`src/rtl/axis_packetizer.sv`:
```
// axis_packetizer: frames a raw AXI4-Stream into packets by generating TLAST.
// One beat is held back so TLAST can be attached on size, idle timeout or flush.
module axis_packetizer #(
  parameter int TDATA_WIDTH = 128,
  parameter int PKT_LEN     = 16,
  parameter int TIMEOUT     = 1024
) (
  input  logic                     aclk,
  input  logic                     aresetn,
  input  logic [TDATA_WIDTH-1:0]   S_AXIS_TDATA,
  input  logic [TDATA_WIDTH/8-1:0] S_AXIS_TKEEP,
  input  logic                     S_AXIS_TVALID,
  output logic                     S_AXIS_TREADY,
  input  logic                     flush,
  output logic [TDATA_WIDTH-1:0]   M_AXIS_TDATA,
  output logic [TDATA_WIDTH/8-1:0] M_AXIS_TKEEP,
  output logic                     M_AXIS_TLAST,
  output logic                     M_AXIS_TVALID,
  input  logic                     M_AXIS_TREADY,
  output logic [31:0]              pkt_count,
  output logic [31:0]              short_pkt_count
);

  localparam int KW = TDATA_WIDTH / 8;
  localparam int CW = $clog2(PKT_LEN) + 1;
  localparam int IW = (TIMEOUT > 1) ? $clog2(TIMEOUT) + 1 : 1;
  localparam logic [CW-1:0] LAST_CNT = CW'(PKT_LEN - 1);
  localparam logic [IW-1:0] IDLE_MAX =
    IW'((TIMEOUT > 0) ? TIMEOUT - 1 : 0);

  logic                   h_valid_q, h_valid_d;
  logic [TDATA_WIDTH-1:0] h_data_q, h_data_d;
  logic [KW-1:0]          h_keep_q, h_keep_d;
  logic                   h_last_q, h_last_d;
  logic                   h_short_q, h_short_d;
  logic                   o_valid_q, o_valid_d;
  logic [TDATA_WIDTH-1:0] o_data_q, o_data_d;
  logic [KW-1:0]          o_keep_q, o_keep_d;
  logic                   o_last_q, o_last_d;
  logic                   o_short_q, o_short_d;
  logic [CW-1:0]          beat_cnt_q, beat_cnt_d;
  logic [IW-1:0]          idle_cnt_q, idle_cnt_d;
  logic [31:0]            pkt_cnt_q, pkt_cnt_d;
  logic [31:0]            short_cnt_q, short_cnt_d;

  logic o_free, s_ready, accept, move;
  logic h_open, timed_out, seal;
  logic new_last, new_short, m_hs;

  always_comb begin
    o_free    = !o_valid_q || M_AXIS_TREADY;
    s_ready   = aresetn && (!h_valid_q || o_free);
    accept    = S_AXIS_TVALID && s_ready;
    move      = o_free && h_valid_q && (h_last_q || accept);
    h_open    = h_valid_q && !h_last_q;
    timed_out = (TIMEOUT != 0) && (idle_cnt_q == IDLE_MAX);
    seal      = h_open && !accept && (flush || timed_out);
    new_last  = (beat_cnt_q == LAST_CNT) || flush;
    new_short = flush && (beat_cnt_q < LAST_CNT);
    m_hs      = o_valid_q && M_AXIS_TREADY;

    h_valid_d   = h_valid_q;
    h_data_d    = h_data_q;
    h_keep_d    = h_keep_q;
    h_last_d    = h_last_q;
    h_short_d   = h_short_q;
    beat_cnt_d  = beat_cnt_q;
    o_valid_d   = o_valid_q;
    o_data_d    = o_data_q;
    o_keep_d    = o_keep_q;
    o_last_d    = o_last_q;
    o_short_d   = o_short_q;
    pkt_cnt_d   = pkt_cnt_q;
    short_cnt_d = short_cnt_q;

    if (accept) begin
      h_valid_d  = 1'b1;
      h_data_d   = S_AXIS_TDATA;
      h_keep_d   = S_AXIS_TKEEP;
      h_last_d   = new_last;
      h_short_d  = new_short;
      beat_cnt_d = new_last ? '0 : beat_cnt_q + CW'(1);
    end else if (move) begin
      h_valid_d = 1'b0;
      h_last_d  = 1'b0;
      h_short_d = 1'b0;
    end else if (seal) begin
      h_last_d   = 1'b1;
      h_short_d  = 1'b1;
      beat_cnt_d = '0;
    end

    // idle time only matters while a packet is open and waiting
    if (h_open && !accept && !seal && (TIMEOUT != 0))
      idle_cnt_d = idle_cnt_q + IW'(1);
    else
      idle_cnt_d = '0;

    if (move) begin
      o_valid_d = 1'b1;
      o_data_d  = h_data_q;
      o_keep_d  = h_keep_q;
      o_last_d  = h_last_q;
      o_short_d = h_short_q;
    end else if (M_AXIS_TREADY) begin
      o_valid_d = 1'b0;
    end

    if (m_hs && o_last_q) begin
      pkt_cnt_d = pkt_cnt_q + 32'd1;
      if (o_short_q)
        short_cnt_d = short_cnt_q + 32'd1;
    end
  end

  always_ff @(posedge aclk or negedge aresetn) begin
    if (!aresetn) begin
      h_valid_q   <= 1'b0;
      h_data_q    <= '0;
      h_keep_q    <= '0;
      h_last_q    <= 1'b0;
      h_short_q   <= 1'b0;
      o_valid_q   <= 1'b0;
      o_data_q    <= '0;
      o_keep_q    <= '0;
      o_last_q    <= 1'b0;
      o_short_q   <= 1'b0;
      beat_cnt_q  <= '0;
      idle_cnt_q  <= '0;
      pkt_cnt_q   <= '0;
      short_cnt_q <= '0;
    end else begin
      h_valid_q   <= h_valid_d;
      h_data_q    <= h_data_d;
      h_keep_q    <= h_keep_d;
      h_last_q    <= h_last_d;
      h_short_q   <= h_short_d;
      o_valid_q   <= o_valid_d;
      o_data_q    <= o_data_d;
      o_keep_q    <= o_keep_d;
      o_last_q    <= o_last_d;
      o_short_q   <= o_short_d;
      beat_cnt_q  <= beat_cnt_d;
      idle_cnt_q  <= idle_cnt_d;
      pkt_cnt_q   <= pkt_cnt_d;
      short_cnt_q <= short_cnt_d;
    end
  end

  assign S_AXIS_TREADY   = s_ready;
  assign M_AXIS_TDATA    = o_data_q;
  assign M_AXIS_TKEEP    = o_keep_q;
  assign M_AXIS_TLAST    = o_last_q;
  assign M_AXIS_TVALID   = o_valid_q;
  assign pkt_count       = pkt_cnt_q;
  assign short_pkt_count = short_cnt_q;

endmodule

```
`config.mk`:
```
export PLATFORM = sky130hd
export DESIGN_NAME = axis_packetizer
export DESIGN_NICKNAME = d
export VERILOG_FILES = /design/src/rtl/axis_packetizer.sv
export SDC_FILE = /design/constraint.sdc
export NUM_CORES = 1
export LEC_CHECK = 0
export CAP_MARGIN = 5
export CORE_MARGIN = 1
export CORE_UTILIZATION = 50
export DETAILED_ROUTE_END_ITERATION = 7
export PLACE_DENSITY_LB_ADDON = 0.15
export SLEW_MARGIN = 0
export SYNTH_ARGS = -nofsm -noshare
export SYNTH_HDL_FRONTEND = slang
export SYNTH_SLANG_ARGS = --single-unit
```
`constraint.sdc`:
```
create_clock -name aclk -period 2.1 [get_ports aclk]
set_input_delay 0.63 -clock aclk [delete_from_list [all_inputs] [get_ports aclk]]
set_output_delay 0.63 -clock aclk [all_outputs]
set_load 0.02 [all_outputs]
```
Word level (Yosys, flattened, before mapping)
Index checks and enable logic that the tools add are counted.
{"block": "op_classes", "reduce_logical": 27, "n_lt_le_gt_ge": 1, "n_addsub": 4, "n_eq_ne": 3, "muxes": 13}
{"cell": "$add A32 B1 Y32 const B", "n": 2}
{"cell": "$mux W5", "n": 4}
{"cell": "$add A11 B1 Y11 const B", "n": 1}
{"cell": "$eq A11 B10 Y1 const B", "n": 1}
{"cell": "$logic_and A1 B1 Y1", "n": 11}
{"cell": "$mux W11", "n": 1}
{"cell": "$mux W1", "n": 8}
{"cell": "$reduce_bool A2 Y1", "n": 3}
{"cell": "$add A5 B1 Y5 const B", "n": 1}
{"cell": "$eq A5 B4 Y1 const B", "n": 1}
{"cell": "$logic_not A1 Y1", "n": 5}
{"cell": "$logic_or A1 B1 Y1", "n": 5}
{"cell": "$lt A5 B4 Y1 const B", "n": 1}
{"cell": "$reduce_and A2 Y1", "n": 2}
{"cell": "$reduce_bool A3 Y1", "n": 1}
{"cell": "$ne A2 B2 Y1 const B", "n": 1}
{"block": "word_totals", "inputBits": 149, "reg_bits": 374, "wordCells": 62, "output_inout_bits": 211}

Depth between registers and ports, before layout
Gate-level depths: netlist of run 1.
{"block": "logic_depth", "word_depth": 11, "depth_mapped": 7}

Worst setup path after synthesis of run 1
OpenSTA, ideal clock, no wires.
{"block": "synth_path", "path_type": "input -> register", "startpoint": "input port M_AXIS_TREADY", "endpoint": "register o_data_q[118], in the netlist M_AXIS_TDATA[118]", "cell_stages": 6, "setup_slack_ns": 0.117, "t_required_ns": 1.972, "setup_time_ns": 0.128, "t_arrival_ns": 1.855, "path_buffers": 2, "path_cell_list": "nor2b_1 > a21oi_1 > o21ai_1 > buf_2 > buf_2 > mux2_1"}
{"block": "synth_via", "elab_chain_len": 6}
{"element": "start, declared", "line": "19", "text": "input logic M_AXIS_TREADY,"}
{"element": "$logic_or A1 B1 Y1 (*)", "line": "51", "text": "o_free = !o_valid_q || M_AXIS_TREADY;"}
{"element": "$logic_or A1 B1 Y1", "line": "52", "text": "s_ready = aresetn && (!h_valid_q || o_free);"}
{"element": "$logic_and A1 B1 Y1", "line": "52"}
{"element": "$logic_and A1 B1 Y1", "line": "53", "text": "accept = S_AXIS_TVALID && s_ready;"}
{"element": "$logic_or A1 B1 Y1", "line": "54", "text": "move = o_free && h_valid_q && (h_last_q || accept);"}
{"element": "$logic_and A1 B1 Y1 (*)", "line": "54"}
{"element": "end signal, assigned", "line": "139", "text": "o_data_q <= o_data_d;"}
{"element": "end, declared", "line": "37", "text": "logic [TDATA_WIDTH-1:0] o_data_q, o_data_d;"}
Every way passes the cells marked *; elsewhere a longest branch is shown, timed or not.
A chain may end at the register's enable or synchronous reset.

Worst setup path after layout of run 1
{"block": "layout_path", "startpoint": "register o_valid_q, in the netlist M_AXIS_TVALID", "endpoint": "output port M_AXIS_TVALID"}
{"element": "start, declared", "line": "36", "text": "logic o_valid_q, o_valid_d;"}
{"element": "start signal, assigned", "line": "138", "text": "o_valid_q <= o_valid_d;"}
{"element": "end, declared", "line": "18", "text": "output logic M_AXIS_TVALID,"}
No word-level cell between the ends.

==> results of run 1 <==
[logic make-up (layout without fill, tap and decap cells)]
kind of cell	Yosys count	in the layout	synth area share, %
flip-flops	374	374	63.4
adder cells (fa/ha/maj)	5	5	0.424
buffers and inverters	70	514	2.22
multiplexers	147	147	11.2
other	0	3	0
XOR/XNOR	72	72	4.27
AO/OA/AOI/OAI	16	16	0.772
AND/OR/NAND/NOR	602	602	17.7
[worst max path at each step]
stage                              from                  end
floorplan                 M_AXIS_TREADY    M_AXIS_TDATA[118]
global placement          M_AXIS_TREADY        S_AXIS_TREADY
detailed placement        M_AXIS_TREADY        S_AXIS_TREADY
CTS                       M_AXIS_TVALID        S_AXIS_TREADY
global route        short_pkt_count[14]  short_pkt_count[14]
finish                    M_AXIS_TVALID        M_AXIS_TVALID
[power by group]
part           switching, mW  internal, mW  leakage (nW)
logic                   4.55          3.94          5.05
clock network           2.99          4.81         0.736
registers               1.11          9.32          4.71
total                   8.65          18.1          10.5
[worst reg2reg max path, stage by stage (launching register included)]
cell      delay (ns)
dfrtp_1         0.48
nand4_1         0.19
or4_1           0.72
and4bb_1        0.35
xnor2_1         0.11
[through the flow]
stage	TNS (ns)	power [mW]
after CTS	0	27.0
after detailed placement	-116.59	20.1
final	0	26.7
after global routing	0	28.0
after floorplan	0	15.3
after global placement	-103.23	19.9
[flip-flops by register name (all words and copies together) (netlist names), 5 cells and up]
signal	count
M_AXIS_TDATA	128
M_AXIS_TKEEP	16
h_keep_q	16
h_data_q	128
idle_cnt_q	11
pkt_count	32
beat_cnt_q	5
short_pkt_count	32
[metal layers]
layer / wire (µm) / track usage, %
met1: 15000 / 31.7
met2: 17400 / 39.6
met3: 2700 / 6.73
met4: 962 / 7.71
met5: 0 / 0
[final cells by class]
class | count | area, µm²
clock inverter | 24 | 344
inverter | 14 | 52.6
antenna | 3 | 7.51
sequential | 374 | 9360
tap | 384 | 480
timing repair buffer | 425 | 4090
multi-input combinational | 842 | 5110
fill | 2186 | 8250
clock buffer | 51 | 1150
[cell usage in the layout (no fill, tap or decap), drive strengths merged, types with 19 or more instances in the layout]
cell,Yosys,routed
nand2,464,464
clkdlybuf4s50,0,146
nand4,19,19
nand3,32,32
nor2,21,21
xor2,26,26
buf,28,68
xnor2,46,46
dlygate4sd2,0,211
mux2,147,147
dfrtp,374,374
clkbuf,28,51
[synth_stat cells, types with 4 or more instances]
cell        n  share of area, %
and2_1      5              0.21
ha_1        5              0.42
mux2_2    117               8.9
buf_4      12              0.61
buf_2      16              0.54
nor2_1     21              0.53
and3_1      9              0.38
nor4_1     12              0.51
clkbuf_1   28              0.71
xnor2_1    46               2.7
mux2_1     30               2.3
nand2_1   464                12
a22o_1      4              0.24
nand4_1    18              0.76
and4_1      7              0.42
dfrtp_1   374                63
nand3_1    32               1.1
xor2_1     26               1.5
nor3_1     12              0.41
inv_1      14              0.36
[timing repair]
item / 4_1_cts / 5_1_grt
endpoints found under the setup margin: 211 / 1
resized for setup: 220 / 2
pin swaps: 1 / 1
hold buffers: 0 / 0
gates cloned: 0 / 0
endpoints found under the hold margin: 0 / 0
==> impl_metrics.toml, run 1 <==
[outcome]
outcome = "finished clean"

[cells_and_area]
fin_cells = 2117
utilization_pct = 71.4
layout.nets = 1852
fin_area_um2 = 20600
drive_gt1_share_pct = 15.8
syn2layout_area_growth_pct = 39.6

[place]
dpl_cell_area_um2 = 19300
hpwl_mm = 24.4
place_ws_ns = -0.692
place_congestion = 0.805
numPortBuffers = 359
dp_cells = 2039

[floorplan]
io_pins = 360
die_w_um = 174
die-area_um2 = 30200
initial_core_util_pct = 51.1
coreArea_um2 = 28900
rows = 62
die_h_um = 174

[timing]
hold_slack_ns = 0.242
finalSetupViolCount = 0
rsz0062_at_grt = "no"
worstMarginPinSlew_ns = 1.03
period_needed_ns = 2.04
finalCritPeriodShare_pct = 97.3
clock.fmax_mhz = 489
clock_skew_ns = 0.0299
hold_viol_final = 0
final_max_slew_viol_count = 0
setup_ws_ns = 0.0567
max_slew_margin_pct = 31.2

[setup_path]
start_kind = "register"
r2r_cells = 4
timing.rr.start = "short_pkt_count[14]"
rrSetupSlack_ns = 0.19
crit_arrival_ns = 1.41
cp.required_ns = 1.47
path_depth = 2
cp_max_fo = 4
cp_num_buf_inv = 2
r2r_end = "short_pkt_count[27]"
crit_chain = "buf_4, dlygate4sd2_1"
crit_type = "reg2out"
endpoint_kind = "output pin"
crit_family = "buffers and inverters"
cp_slowest_cell = "dfrtp_1"
crit_path_max_incr_delay_ns = 0.39

[drt]
ant_nets = 0
wl_mm = 36.1
num_vias = 10687
drc = 0
first_pass_iters = 4
via_per_inst = 5.05
first_iter_violations = 578
post_drt_wl_per_cell_um = 17.0

[logic_synthesis]
synthesis.area_um2 = 14800
syn_nets = 1440
synth-async-reset-ratio_pct = 100
ys_seq_area_share_pct = 63.4
yosysWarnings = 0
synth_flop_cell = "dfrtp_1"
syn_area_per_cell_um2 = 11.5
synth_cell_type_count = 44
synth_edf_count = 0
syn_inst = 1286
ys_seq_elements = 374

[global_routing]
antenna_found_initial = 4
grt_pass1_wl_mm = 58.9
grtUsageTotal_pct = 24.3
grt_pass1_vias = 11035
gr-total-overflow = 0
grt_max_degree = 200

[clocking]
cts_setup_buffers = 0
cts_num_sinks = 374
cts-htree-levels = 2
cts_tree = "built"
numCtsBuffers = 41
clock_latency_ns = 0.54
clock_tree.buffer_depth = 3
clockRootBuffer = "clkbuf_16"
clk_pin_slew_worst_paths_ns = 0.06

[power_and_ir_drop]
p_leak_nw = 10.5
power_density_nw_per_um2 = 1300
ir_drop_v = 0.00100

[hold_path]
worstHoldPathType = "in2async"

[flow_run]
cap_violations = 0
(Power assumes the default switching activity.)
==> run 2, diff against run 1 <==
--- a/config.mk
+++ b/config.mk
@@ -5,6 +5,7 @@
 export SDC_FILE = /design/constraint.sdc
 export NUM_CORES = 1
 export LEC_CHECK = 0
+export ABC_CLOCK_PERIOD_IN_PS = 2100
 export CAP_MARGIN = 5
 export CORE_MARGIN = 1
 export CORE_UTILIZATION = 50
==> results of run 2 <==
Final layout, timing and power as in run 1 (identical DEF).
